## src/rtl/rename_pkg.sv

```systemverilog
// rename_pkg -- shared constants and types for the rename unit, ROB and
// physical-register free list.
//   NUM_PHYS / NUM_ARCH : physical and architectural register counts
//   PHYS_W              : physical tag width
//   DEPTH               : free-list entries (registers not in the reset map)
//   PTR_W               : free-list pointer width (index plus wrap bit)
//   phys_t, fl_ptr_t    : physical tag and free-list pointer types
package rename_pkg;

    localparam int NUM_PHYS = 64;
    localparam int NUM_ARCH = 32;
    localparam int PHYS_W   = $clog2(NUM_PHYS);
    localparam int DEPTH    = NUM_PHYS - NUM_ARCH;
    localparam int IDX_W    = $clog2(DEPTH);
    localparam int PTR_W    = IDX_W + 1;

    typedef logic [PHYS_W-1:0] phys_t;
    typedef logic [PTR_W-1:0]  fl_ptr_t;

    // Storage index of a pointer (drops the wrap bit).
    function automatic logic [IDX_W-1:0] ptr_idx(input fl_ptr_t p);
        return p[IDX_W-1:0];
    endfunction

endpackage

```

## src/rtl/phys_free_list.sv

```systemverilog
// phys_free_list -- circular free list of unmapped physical registers.
// The rename stage pops tags at the speculative head, commit pushes released
// mappings at the tail and advances the committed head; a flush rewinds the
// speculative head to the committed head in one cycle.
// Ports:
//   clk, rst     : clock, asynchronous active-high reset
//   alloc_req    : rename wants a tag this cycle
//   alloc_valid  : a tag is available at alloc_phys
//   alloc_phys   : tag at the speculative head
//   free_en      : an instruction with a destination commits
//   free_phys    : old mapping released by that instruction
//   flush        : discard all uncommitted allocations
//   free_count   : entries between speculative head and tail (0..DEPTH)
//   err          : sticky protocol-violation flag
module phys_free_list
    import rename_pkg::*;
(
    input  logic  clk,
    input  logic  rst,
    input  logic  alloc_req,
    output logic  alloc_valid,
    output phys_t alloc_phys,
    input  logic  free_en,
    input  phys_t free_phys,
    input  logic  flush,
    output phys_t free_count,
    output logic  err
);

    phys_t   mem [DEPTH];
    fl_ptr_t spec_head;
    fl_ptr_t commit_head;
    fl_ptr_t tail;
    logic    err_q;

    logic    empty;
    logic    full;
    logic    retire_ok;
    logic    push_ok;
    logic    pop_ok;
    fl_ptr_t commit_next;

    // Empty/full are judged between the speculative head and the tail, so a
    // push that would overwrite a slot still needed for flush recovery is
    // rejected as full.
    assign empty     = (tail == spec_head);
    assign full      = (ptr_idx(tail) == ptr_idx(spec_head)) &&
                       (tail[IDX_W] != spec_head[IDX_W]);
    // A retirement needs an outstanding allocation behind the speculative head.
    assign retire_ok = (commit_head != spec_head);
    assign push_ok   = free_en && (free_phys != '0) && !full && retire_ok;
    // Flush takes priority over allocation in the same cycle.
    assign pop_ok    = alloc_req && !empty && !flush;

    // Flush restores to the committed head including this cycle's retirement.
    assign commit_next = push_ok ? commit_head + fl_ptr_t'(1) : commit_head;

    // NOTE: the storage array is reset along with the pointers because the
    // reset contents (NUM_ARCH..NUM_PHYS-1) are the initial free pool, not
    // don't-care data.
    always_ff @(posedge clk or posedge rst) begin
        if (rst) begin
            for (int i = 0; i < DEPTH; i++) begin
                mem[i] <= phys_t'(NUM_ARCH + i);
            end
            spec_head   <= '0;
            commit_head <= '0;
            tail        <= fl_ptr_t'(DEPTH);
            err_q       <= 1'b0;
        end else begin
            if (push_ok) begin
                mem[ptr_idx(tail)] <= free_phys;
                tail               <= tail + fl_ptr_t'(1);
            end
            commit_head <= commit_next;
            if (flush) begin
                spec_head <= commit_next;
            end else if (pop_ok) begin
                spec_head <= spec_head + fl_ptr_t'(1);
            end
            if (free_en && !push_ok) begin
                err_q <= 1'b1;
            end
        end
    end

    // All outputs come from registered state only.
    assign alloc_valid = !empty;
    assign alloc_phys  = mem[ptr_idx(spec_head)];
    assign free_count  = phys_t'(tail - spec_head);
    assign err         = err_q;

endmodule

```

## config.mk

```make
export PLATFORM = sky130hd
export DESIGN_NAME = phys_free_list
export DESIGN_NICKNAME = d
export VERILOG_FILES = /design/src/rtl/rename_pkg.sv /design/src/rtl/phys_free_list.sv
export SDC_FILE = /design/constraint.sdc
export NUM_CORES = 1
export LEC_CHECK = 0
export BUFFER_PORTS_ARGS = -buffer_cell sky130_fd_sc_hd__buf_2
export CELL_PAD_IN_SITES_DETAIL_PLACEMENT = 1
export CELL_PAD_IN_SITES_GLOBAL_PLACEMENT = 2
export CORE_ASPECT_RATIO = 1.75
export CORE_MARGIN = 2
export CORE_UTILIZATION = 49
export CTS_CLUSTER_SIZE = 14
export DETAILED_ROUTE_END_ITERATION = 16
export GPL_TIMING_DRIVEN = 0
export PLACE_DENSITY = 0.88
export SYNTH_ARGS = -nofsm -noshare
export SYNTH_HDL_FRONTEND = slang
export SYNTH_SLANG_ARGS = --single-unit
```

## constraint.sdc

```tcl
create_clock -name clk -period 11.3 [get_ports clk]
set_input_delay 0.565 -clock clk [delete_from_list [all_inputs] [get_ports clk]]
set_output_delay 0.565 -clock clk [all_outputs]
set_load 0.01 [all_outputs]
```

======== Yosys cells after proc, flatten, opt, wreduce, memory -nomap -nowiden ========
Index checks and enable logic that the tools add are counted.
storage, ports and cells
  flip-flop bits (word level) ............. 211
  bits in latches ......................... 0
  bits in writable memories ............... 0
  bits in read-only memories .............. 0
  input port bits ......................... 11
  word-level logic and storage cells ...... 72
  memories kept ........................... 0
cells by class
  $add $sub $neg .......................... 4
  multiply operators ...................... 0
  div/mod/pow operators ................... 0
  $lt $le $gt $ge ......................... 3
  eq/ne operators ......................... 4
  shifts and indexed selects .............. 0
  multiplexer cells ....................... 9
  bitwise gates (word level) .............. 2
  reductions and logical operators ........ 14
operators by type and width
  kind                   number
  $bwmux W192            1
  $mux W6                6
  $bmux W6 S5            1
  $demux W6 S5           1
  $add A6 B1 Y6 const B  3
  $ge A6 B6 Y1 const B   2
  $not A5 Y6             2
  $logic_and A1 B1 Y1    8
  $eq A6 B6 Y1           1
  $lt A6 B1 Y1 const B   1
  $ne A6 B6 Y1           1
  $reduce_bool A6 Y1     1
  $sub A6 B6 Y6          1
  $eq A5 B5 Y1           1
  $logic_not A1 Y1       4
  $reduce_bool A2 Y1     1
  $ne A1 B1 Y1           1

======== Depth between registers and ports, before layout ========
Gate-level depths: netlist of run 1.
  depth after elaboration ................. 7
  mapped depth ............................ 11

======== Least setup slack after synthesis of run 1 ========
OpenSTA, ideal clock, no wires.
  kind .................................... register -> register
  start ................................... reg spec_head[2]
  end ..................................... reg mem[74] (netlist bit)
  arrival time ............................ 2.823 ns
  data required time ...................... 11.175 ns
  path slack .............................. 8.351 ns
  cell stages (with the launch flop) ...... 11
  buffers on the path ..................... 3
  path through ............................ dfrtp_1 clkinv_1 clkbuf_1 ha_1 and2_1 clkbuf_1 nand3_1 nand3_2 or4_4 buf_6 mux2_4
on the way
  cells in the longest elaborated chain, start to end .. 5
ends and longest elaborated chain
  what                            RTL line              RTL
  start: declaration              phys_free_list.sv:31  fl_ptr_t spec_head;
  start signal: assignment        phys_free_list.sv:77  spec_head <= commit_next;
  start signal: assignment        phys_free_list.sv:79  spec_head <= spec_head + fl_ptr_t'(1);
  $eq A5 B5 Y1                    phys_free_list.sv:47  assign full = (ptr_idx(tail) == ptr_idx(spec_head)) &&
  $logic_and A1 B1 Y1             phys_free_list.sv:47
  $logic_not A1 Y1                phys_free_list.sv:51  assign push_ok = free_en && (free_phys != '0) && !full && retire_ok;
  $logic_and A1 B1 Y1             phys_free_list.sv:51
  $logic_and A1 B1 Y1 *           phys_free_list.sv:51
  end signal: indexed assignment  phys_free_list.sv:64  mem[i] <= phys_t'(NUM_ARCH + i);
  end signal: indexed assignment  phys_free_list.sv:72  mem[ptr_idx(tail)] <= free_phys;
  end: declaration                phys_free_list.sv:30  phys_t mem [DEPTH];
Mark *: on every way between the ends. The rest lies on a longest branch, timed or not.
A chain may end at the register's enable or synchronous reset.

======== Final worst setup path of run 1 ========
  start ................................... reg spec_head[3]
  end ..................................... reg mem[87] (netlist bit)
The elaborated chain is that of the path after synthesis.

==> impl_metrics.csv, run 1 <==
group,metric,value,unit
status,outcome,"finished clean",
die,num_io_pins,25,
layout,fin_cells,1114,
global_routing,grt_usage,26.5,%
die,die_area,23100,sq um
worst_setup_path,arrival,4.40,ns
power_and_ir_drop,netSwitchingFraction,35.7,%
worst_setup_path,reg2reg_slack,7.29,ns
synthesis,synthArstFlopShare,100,%
clocking,cts_tree,"built",
die,design.core.area,21500,sq um
power_and_ir_drop,pwr-share-comb,40.5,%
sta,finalCritPeriodShare,35.5,%
synthesis,ys_ff_latch,211,
routing,drc_errors,0,
worst_setup_path,path_cells,"clkbuf_1 > clkinv_1 > ha_1 > and2_1 > clkbuf_1 > nand3_1 > and3_1 > buf_2 > nand4_1 > mux2_2",
sta,fin_crit,4.01,ns
worst_setup_path,crit_buf_inv,4,
sta,fmaxAchievable,249,MHz
die,die_h,199,microns
synthesis,synth_nets,781,
worst_setup_path,cpMostUsedCell,"clkbuf_1",
sta,fin_ws,7.29,ns
synthesis,synth_edf_count,0,
sta,relSlewSlack,43.1,%
clocking,cts_buffers,22,
place,place_inst,1074,
sta,worstMarginPinSlew,0.854,ns
hold_path,hold_class,"in2async",
worst_setup_path,critical-path-max-stage-delay,0.55,ns
worst_setup_path,critPathTopFamily,"buffers and inverters",
synthesis,synth_flop_cell,"dfstp_2",
routing,vias,6741,
place,io_buffers,23,
worst_setup_path,worstSetupPathType,"reg2reg",
clocking,cts-hold-fix-buffers,0,
synthesis,netlist_area,10700,sq um
global_routing,grt_pass1_vias,7745,
die,initial_core_util,49.7,%
layout,final_net_count,829,
routing,drtIter0Drc,414,
power_and_ir_drop,power_density,303,nW/um^2
layout,diodes,0,
global_routing,grt_max_degree,141,
routing,routed_wl,29.6,mm
sta,rsz0062_at_grt,"no",
synthesis,avgSynthCellArea,14.1,sq um
routing,ant_nets,0,
layout,seq_area,5420,sq um
worst_setup_path,start_kind,"flip-flop",
clocking,clockRootBuffer,"clkbuf_16",
power_and_ir_drop,pwr-share-seq,37.4,%
sta,final.setup_skew,0.0165,ns
layout,drive_above_1_share,54.1,%
place,gp_congestion,0.926,
job,maxCapViolations,0,
synthesis,synthCells,758,
layout,area_growth,12.4,%
clocking,cts_sinks,211,
power_and_ir_drop,switching_power,1.30,mW
layout,multi_input_area,4950,sq um
die,fp.dieW,116,microns
routing,vias_per_cell,6.05,
sta,fin_setup_tns,0,ns
power_and_ir_drop,clock_power_share,22.1,%
worst_setup_path,crit_slowest_cell,"clkinv_1",
place,detailedPlace.worstSlack,7.38,ns
worst_setup_path,r2r_start,"spec_head[3]",
layout,final_util,55.9,%
clocking,clock_latency,0.51,ns
power_and_ir_drop,leakagePower,5.02,nW
place,dpl.hpwl,21.2,mm
sta,maxSlewViolCount,0,
clocking,cts_setup_buffers,0,
clocking,h-tree-depth,1,
clocking,clk_pin_slew,0.07,ns
worst_setup_path,critPathRequiredTime,11.69,ns
power_and_ir_drop,intPower,2.34,mW
sta,hold_viol,0,
layout,fillers,2133,
routing,drt_first_pass_iters,5,
die,fp-row-count,71,
power_and_ir_drop,max-vdd-ir-drop,0.136,mV
synthesis,seq_area_frac_synth,50.7,%
global_routing,antenna_found_initial,0,
clocking,cts.repair.resized,0,
synthesis,ys_types,51,
synthesis,synth_warnings,0,
global_routing,grt_pass1_wl,45.7,mm
worst_setup_path,crit_fanout,10,
routing,avgRoutedWirePerCell,26.6,microns
global_routing,grt_overflow,0,
worst_setup_path,crit_path_start,"spec_head[3]",
clocking,cts_max_path_buffers,3,
sta,whs,0.111,ns
sta,setup_violations,0,
worst_setup_path,worst_setup_path_end_kind,"flip-flop",
[sequential cells by signal, indices dropped and copies added, names as in the netlist]
register / cells
mem: 192
commit_head: 6
spec_head: 6
tail: 6
err: 1
[synthesized netlist by cell type, types with 7 or more instances]
master    count  area share [%]
mux2i_1      37             3.5
nand3_1      12            0.56
nand4_1      16            0.94
mux2_2      187              20
dfrtp_1      98              23
mux4_2       36             7.6
o221ai_1     12            0.98
clkbuf_1     31             1.1
nor3_4       14             2.1
xor2_1        9            0.74
xnor2_1      12            0.98
and2_1       13            0.76
a31oi_1       7            0.41
nor2_1       12            0.42
inv_1        13            0.46
nor3_1        7            0.33
dfstp_2     113              28
buf_2        12            0.56
nand2_1      30             1.1
ha_1         11             1.3
[cells by family (layout without fill, tap and decap cells)]
logic type,count (synthesis),in the layout,synth area share (%)
AO/OA/AOI/OAI,51,51,3.57
XOR/XNOR,21,21,1.72
adder cells (fa/ha/maj),12,12,1.48
buffers and inverters,71,135,2.99
flip-flops,211,211,50.7
multiplexers,266,266,31.6
AND/OR/NAND/NOR,126,126,7.93
[area by class of cell]
class,count,share of cell area [%]
buffer,55,2.16
clock buffer,30,5.34
clock inverter,10,1.36
inverter,16,0.563
multi-input combinational,476,41.2
sequential,211,45.1
tap,292,3.04
timing repair buffer,24,1.19
[routing by layer]
layer | vias to the layer above | track usage (%) | part of all wire, %
li1 | 2910 | - | -
met4 | 0 | 13.9 | 5.7
met2 | 183 | 48.9 | 55
met3 | 70 | 2.82 | 3.3
met5 | - | 0 | 0
met1 | 3578 | 29.5 | 36
[worst paths after layout]
| check | cells past startpoint | end |
|---|---|---|
| worst max-delay path | 10 | mem[87] |
| worst min-delay path | 2 | mem[177] |
| worst max register to register | 10 | mem[87] |
| worst min register to register | 1 | err |
| max in group asynchronous | 3 | mem[118] |
| min in group clk | 2 | err |
[metrics by stage]
step                      instance area (sq um)  power [mW]
after floorplan                           10700        2.34
after global placement                    11200        2.72
after detailed placement                  11200        2.82
after CTS                                 12000        3.65
after global routing                      12000        3.82
final                                     12000        3.64
[power groups by stage]
stage / Combinational (mW) / Sequential, mW / Clock [mW]
CTS: 1.48 / 1.36 / 0.816
floorplan: 1.05 / 1.29 / 0
finish: 1.47 / 1.36 / 0.806
detailed placement: 1.46 / 1.36 / 0
global placement: 1.39 / 1.32 / 0
global route: 1.57 / 1.40 / 0.849
[cells in the final DEF, fill, tap and decap left out, types with 13 or more instances in the layout]
cell         n
mux2i_1     37
mux4_2      36
nand4_1     16
nand2_1     30
and2_1      13
nor3_4      14
clkbuf_1    34
clkbuf_16   23
buf_2       35
dfrtp_1     98
dfstp_2    113
mux2_2     187
No activity file was read; power rests on OpenSTA's default activity.
==> run 2, diff against run 1 <==
--- a/config.mk
+++ b/config.mk
@@ -5,16 +5,17 @@
 export SDC_FILE = /design/constraint.sdc
 export NUM_CORES = 1
 export LEC_CHECK = 0
+export ABC_AREA = 1
 export BUFFER_PORTS_ARGS = -buffer_cell sky130_fd_sc_hd__buf_2
 export CELL_PAD_IN_SITES_DETAIL_PLACEMENT = 1
 export CELL_PAD_IN_SITES_GLOBAL_PLACEMENT = 2
 export CORE_ASPECT_RATIO = 1.75
 export CORE_MARGIN = 2
-export CORE_UTILIZATION = 49
+export CORE_UTILIZATION = 38
 export CTS_CLUSTER_SIZE = 14
 export DETAILED_ROUTE_END_ITERATION = 16
 export GPL_TIMING_DRIVEN = 0
-export PLACE_DENSITY = 0.88
+export PLACE_DENSITY = 0.85
 export SYNTH_ARGS = -nofsm -noshare
 export SYNTH_HDL_FRONTEND = slang
 export SYNTH_SLANG_ARGS = --single-unit
==> constraint.sdc (replaced) <==
create_clock -name clk -period 3.72 [get_ports clk]
set_input_delay 0.186 -clock clk [delete_from_list [all_inputs] [get_ports clk]]
set_output_delay 0.186 -clock clk [all_outputs]
set_load 0.01 [all_outputs]
==> impl_metrics.csv, run 2 <==
group,metric,value,unit
clocking,clock_latency,0.53,ns
clocking,cts_tree,"built",
power_and_ir_drop,clock_power_share,20.9,%
power_and_ir_drop,netSwitchingFraction,43.8,%
die,die_area,30700,sq um
routing,vias_per_cell,5.27,
synthesis,avgSynthCellArea,7.59,sq um
worst_setup_path,critical-path-max-stage-delay,0.48,ns
layout,fin_area,12700,sq um
synthesis,synth_nets,1487,
routing,ant_nets,0,
worst_setup_path,worst_setup_path_end_kind,"primary output",
synthesis,synthArstFlopShare,100,%
synthesis,netlist.area_leader.share,26.7,%
synthesis,seq_area_frac_synth,48.8,%
sta,finalCritPeriodShare,94.5,%
routing,drtIter0Drc,576,
hold_path,hold_class,"in2reg",
synthesis,synth_compound_area_share,6.27,%
worst_setup_path,path_cells,"buf_2 > inv_2 > buf_2 > buf_1 > nor2_1 > o22ai_1 > nand2_1 > nand2_1 > nand3_1 > nand2_1 > buf_2",
die,die_h,230,microns
routing,avgRoutedWirePerCell,21.6,microns
place,place_area,11800,sq um
clocking,cts.repair.resized,0,
die,fp.dieW,133,microns
clocking,cts_buffers,23,
global_routing,grt_pass1_wl,63.9,mm
status,outcome,"finished clean",
power_and_ir_drop,intPower,6.50,mW
sta,hold_viol,0,
place,gp_congestion,0.849,
power_and_ir_drop,pwr-share-seq,35.6,%
layout,top_register,"mem",
synthesis,synthAdderAreaFrac,1.42,%
layout,diodes,0,
layout,multi_input_area,4990,sq um
clocking,cts_setup_buffers,0,
power_and_ir_drop,power_density,913,nW/um^2
power_and_ir_drop,leakagePower,5.98,nW
synthesis,yosys.cell_count.top_type,"nand2_1",
synthesis,synth_top_family_by_area,"simple AND/OR/NAND/NOR gates",
global_routing,grt_pass1_vias,10700,
synthesis,synth_commonest_cells,"nand2_1 (631), nand3_1 (224), dfstp_2 (113)",
synthesis,yosysTopAreaCell,"dfstp_2",
sta,final.setup_skew,0.0130,ns
synthesis,synth_area_leaders,"dfstp_2 (27%), dfrtp_1 (22%), nand2_1 (21%)",
clocking,cts_max_path_buffers,3,
worst_setup_path,r2r-end,"mem[51]",
worst_setup_path,critPathRequiredTime,3.53,ns
die,initial_core_util,38.7,%
synthesis,netlist_area,11100,sq um
layout,layout_common_cells,"nand2_1 (631), nand3_1 (224), dfstp_2 (113)",
layout,seq_area,5420,sq um
synthesis,synth_edf_count,0,
die,design.core.area,28700,sq um
routing,vias,10100,
worst_setup_path,r2r_cells,15,
layout,mostFrequentLayoutCell,"nand2_1",
clocking,clockRootBuffer,"clkbuf_16",
layout,final_util,44.1,%
sta,fin_crit,3.51,ns
sta,fin_setup_tns,0,ns
sta,fmaxAchievable,285,MHz
place,dpl.hpwl,30.5,mm
synthesis,synthCells,1464,
routing,drt_first_pass_iters,5,
sta,rsz0062_at_grt,"no",
clocking,h-tree-depth,1,
synthesis,ys_types,35,
synthesis,synth_flop_cell,"dfstp_2",
synthesis,ys_ff_latch,211,
worst_setup_path,crit_slowest_cell,"buf_1",
hold_path,hp-start,"alloc_req",
sta,maxSlewViolCount,0,
power_and_ir_drop,max-vdd-ir-drop,0.483,mV
routing,drc_errors,0,
sta,worstMarginPinSlew,0.928,ns
hold_path,whs_path_depth,6,
layout,final_net_count,1544,
global_routing,grt_usage,27.7,%
synthesis,synth_xor_area_share,1.18,%
die,fp-row-count,82,
routing,routed_wl,41.3,mm
worst_setup_path,worstSetupPathType,"reg2out",
global_routing,grt_max_degree,42,
die,num_io_pins,25,
power_and_ir_drop,pwr-share-comb,43.5,%
hold_path,holdPathEnd,"spec_head[0]",
sta,setup_violations,0,
synthesis,synthMuxAreaShare,0,%
worst_setup_path,start_kind,"flip-flop",
place,io_buffers,23,
power_and_ir_drop,switching_power,5.06,mW
worst_setup_path,arrival,3.33,ns
layout,drive_above_1_share,16.9,%
layout,area_growth,13.9,%
clocking,clk_pin_slew,0.07,ns
worst_setup_path,reg2reg_slack,0.22,ns
layout,fillers,3680,
synthesis,yosys.area_share.simple,36.0,%
worst_setup_path,crit_fanout,10,
clocking,cts_sinks,211,
layout,largest_reg_flops,192,
sta,relSlewSlack,38.1,%
global_routing,antenna_found_initial,0,
worst_setup_path,r2r_start,"spec_head[1]",
synthesis,synth_warnings,0,
job,maxCapViolations,0,
global_routing,grt_overflow,0,
==> run 2: what timing repair did <==
action / in CTS / in global routing
hold buffers: 3 / 0
endpoints found under the setup margin: 0 / 0
endpoints found under the hold margin: 21 / 0
==> run 2: layout make-up <==
cell class | count | area share [%]
buffer | 97 | 4.04
clock buffer | 37 | 5.83
clock inverter | 4 | 0.376
inverter | 51 | 1.54
multi-input combinational | 1105 | 39.4
sequential | 211 | 42.8
tap | 378 | 3.74
timing repair buffer | 32 | 2.21
==> run 2: kinds of logic after synthesis <==
kind of cell,Yosys count
DFF,211
adders and majority gates,12
buffers and inverters,148
and+or+nand+nor,955
AOI/OAI and AO/OA,123
xor gates and xnor gates,15
==> run 2: worst max path at each step <==
stage | from | endpoint | cells after the start | slack, ns
3_5_place_dp | spec_head[1] | mem[51] | 15 | 0.23
5_1_grt | spec_head[1] | mem[51] | 15 | 0.02
4_1_cts | spec_head[1] | mem[51] | 15 | 0.21
2_1_floorplan | rst | commit_head[0] | 1 | 0.88
3_3_place_gp | rst | mem[134] | 2 | -0.64
6_report | spec_head[0] | alloc_phys[2] | 11 | 0.21
==> run 2: metrics by stage <==
| stage | cells | setup WS [ns] | power [mW] | hold WS, ns |
|---|---|---|---|---|
| final | 1915 | 0.205 | 11.6 | 0.106 |
| after global routing | 1915 | 0.0169 | 12.4 | 0.179 |
| after CTS | 1915 | 0.212 | 11.6 | 0.0983 |
| after detailed placement | 1871 | 0.227 | 9.17 | 0.273 |
| after global placement | 1865 | -0.638 | 9.03 | 0.434 |
| after floorplan | 1464 | 0.884 | 7.25 | 0.307 |
==> run 2: per-layer routing <==
layer	vias to the layer above	track usage [%]	wire length (microns)	part of all wire, %
met3	82	2.82	1110	2.7
met5	-	0	0	0
met2	158	51.9	22200	54
met1	5033	31.2	16000	39
met4	0	12.5	1960	4.7
li1	4817	-	-	-
==> run 2: critical path: cells and delay by family, from the launching register on <==
kind                   cells  cell delay [ns]
AOI/OAI and AO/OA          1             0.20
buffers and inverters      5             1.38
DFF                        1             0.43
and+or+nand+nor            5             0.79
==> run 2: power by group through the flow <==
stage | sequential, mW | combinational, mW | clock [mW]
after floorplan | 3.96 | 3.29 | 0
after global placement | 4.12 | 4.91 | 0
after detailed placement | 4.14 | 5.03 | 0
after CTS | 4.12 | 5.05 | 2.45
after global routing | 4.24 | 5.58 | 2.55
final | 4.12 | 5.03 | 2.41
==> run 3, diff against run 2 <==
==> constraint.sdc (replaced) <==
create_clock -name clk -period 3.3 [get_ports clk]
set_input_delay 0.165 -clock clk [delete_from_list [all_inputs] [get_ports clk]]
set_output_delay 0.165 -clock clk [all_outputs]
set_load 0.01 [all_outputs]
==> impl_metrics.csv, run 3 (synthesis results as in run 2) <==
group,metric,value,unit
status,outcome,"finished clean",
clocking,h-tree-depth,1,
routing,vias,10100,
worst_setup_path,worst_setup_path_end_kind,"primary output",
routing,avgRoutedWirePerCell,21.6,microns
worst_setup_path,crit_slowest_cell,"clkbuf_1",
sta,fmaxAchievable,310,MHz
worst_setup_path,critPathTopFamily,"buffers and inverters",
layout,final_net_count,1542,
global_routing,grt_usage,27.6,%
sta,maxSlewViolCount,0,
routing,drtIter0Drc,606,
sta,relSlewSlack,36.3,%
layout,layout_common_cells,"nand2_1 (631), nand3_1 (224), dfstp_2 (113)",
worst_setup_path,arrival,3.07,ns
sta,finalCritPeriodShare,97.9,%
die,num_io_pins,25,
sta,final.setup_skew,0.0161,ns
layout,final_util,44.1,%
layout,diodes,0,
die,design.core.area,28700,sq um
die,die_h,230,microns
worst_setup_path,crit_buf_inv,3,
layout,top_register,"mem",
sta,setup_violations,0,
clocking,cts_buffers,23,
die,initial_core_util,38.7,%
clocking,cts_setup_buffers,0,
sta,rsz0062_at_grt,"no",
global_routing,antenna_found_initial,0,
clocking,clockRootBuffer,"clkbuf_16",
place,io_buffers,23,
sta,hold_viol,0,
die,die_area,30700,sq um
clocking,cts_max_path_buffers,3,
layout,area_growth,14.0,%
global_routing,grt_max_degree,42,
power_and_ir_drop,max-vdd-ir-drop,0.544,mV
routing,ant_nets,0,
worst_setup_path,critical-path-max-stage-delay,0.73,ns
power_and_ir_drop,fin_total_pwr,13.0,mW
layout,mostFrequentLayoutCell,"nand2_1",
sta,fin_crit,3.23,ns
routing,vias_per_cell,5.26,
power_and_ir_drop,power_density,1030,nW/um^2
clocking,clk_pin_slew,0.07,ns
place,detailedPlace.worstSlack,-0.193,ns
layout,drive_above_1_share,17.4,%
clocking,cts_sinks,211,
layout,largest_reg_flops,192,
worst_setup_path,start_kind,"flip-flop",
layout,fillers,3682,
die,fp.dieW,133,microns
routing,routed_wl,41.3,mm
die,fp-row-count,82,
clocking,cts_tree,"built",
place,gp_congestion,0.849,
worst_setup_path,worstSetupPathType,"reg2out",
worst_setup_path,crit_fanout,10,
clocking,clock_latency,0.53,ns
hold_path,hold_class,"in2reg",
worst_setup_path,cpMostUsedCell,"nand2_1",
global_routing,grt_pass1_wl,63.8,mm
routing,drt_first_pass_iters,5,
place,dpl.hpwl,30.5,mm
sta,fin_setup_tns,0,ns
sta,worstMarginPinSlew,0.950,ns
worst_setup_path,path_cells,"buf_2 > clkbuf_1 > o21ai_0 > o22ai_1 > nand2_1 > nand2_1 > nand3_1 > nand2_1 > buf_2",
routing,drc_errors,0,
job,maxCapViolations,0,
global_routing,grt_pass1_vias,10700,
sta,fin_ws,0.0692,ns
global_routing,grt_overflow,0,
worst_setup_path,critPathRequiredTime,3.13,ns
power_and_ir_drop,leakagePower,6.00,nW
==> run 3: changes by cell type in the layout (fill, tap and decap cells not counted), sizes merged <==
cell	delta
buf	-2
==> run 3: tightest hold or removal path, stage by stage <==
cell	delay [ns]
buf_2	0.08
nand2_1	0.09
nand2_1	0.07
nand3_1	0.07
nand2_1	0.07
inv_1	0.03
==> run 3: what timing repair did <==
| item | in CTS | in global routing |
|---|---|---|
| endpoints found under the setup margin | 35 | 12 |
| endpoints found under the hold margin | 21 | 0 |
| resized for setup | 3 | 12 |
| hold buffers | 3 | 0 |
==> run 3: final timing paths <==
path | start | endpoint | slack, ns | cells past startpoint
min in group asynchronous | rst | spec_head[0] | 0.24 | 3
setup / recovery | spec_head[0] | alloc_phys[2] | 0.07 | 9
hold / removal | alloc_req | spec_head[0] | 0.08 | 6
hold reg to reg | mem[175] | mem[175] | 0.46 | 2
setup reg to reg | spec_head[1] | mem[51] | 0.25 | 15
max in group asynchronous | rst | mem[155] | 1.93 | 6
==> run 3: final cells by class <==
class	instances	area [sq um]	area share (%)
multi-input combinational	1105	4990	39.4
buffer	95	520	4.11
clock buffer	37	738	5.83
clock inverter	4	47.5	0.375
sequential	211	5420	42.8
inverter	51	195	1.54
tap	378	473	3.73
timing repair buffer	32	280	2.21
==> run 3: power by group <==
| part | internal [mW] | switching [mW] | total (mW) |
|---|---|---|---|
| Sequential | 4.00 | 0.646 | 4.65 |
| Combinational | 1.74 | 3.93 | 5.67 |
| Clock | 1.60 | 1.12 | 2.72 |
==> run 3: routing by layer <==
metal | GRT usage, % | vias up | wire (microns)
met5 | 0 | - | 0
met4 | 12.6 | 0 | 1930
met3 | 2.82 | 82 | 1320
met2 | 51.7 | 165 | 22200
met1 | 31.2 | 5006 | 15800
li1 | - | 4814 | -
==> run 3: per-stage QoR <==
stage                     std cells  area (sq um)  hold WS (ns)
after detailed placement       1871         11800         0.252
after floorplan                1464         11100         0.286
after CTS                      1913         12700        0.0773
final                          1913         12700        0.0809
after global routing           1913         12700         0.158
after global placement         1865         11700         0.413
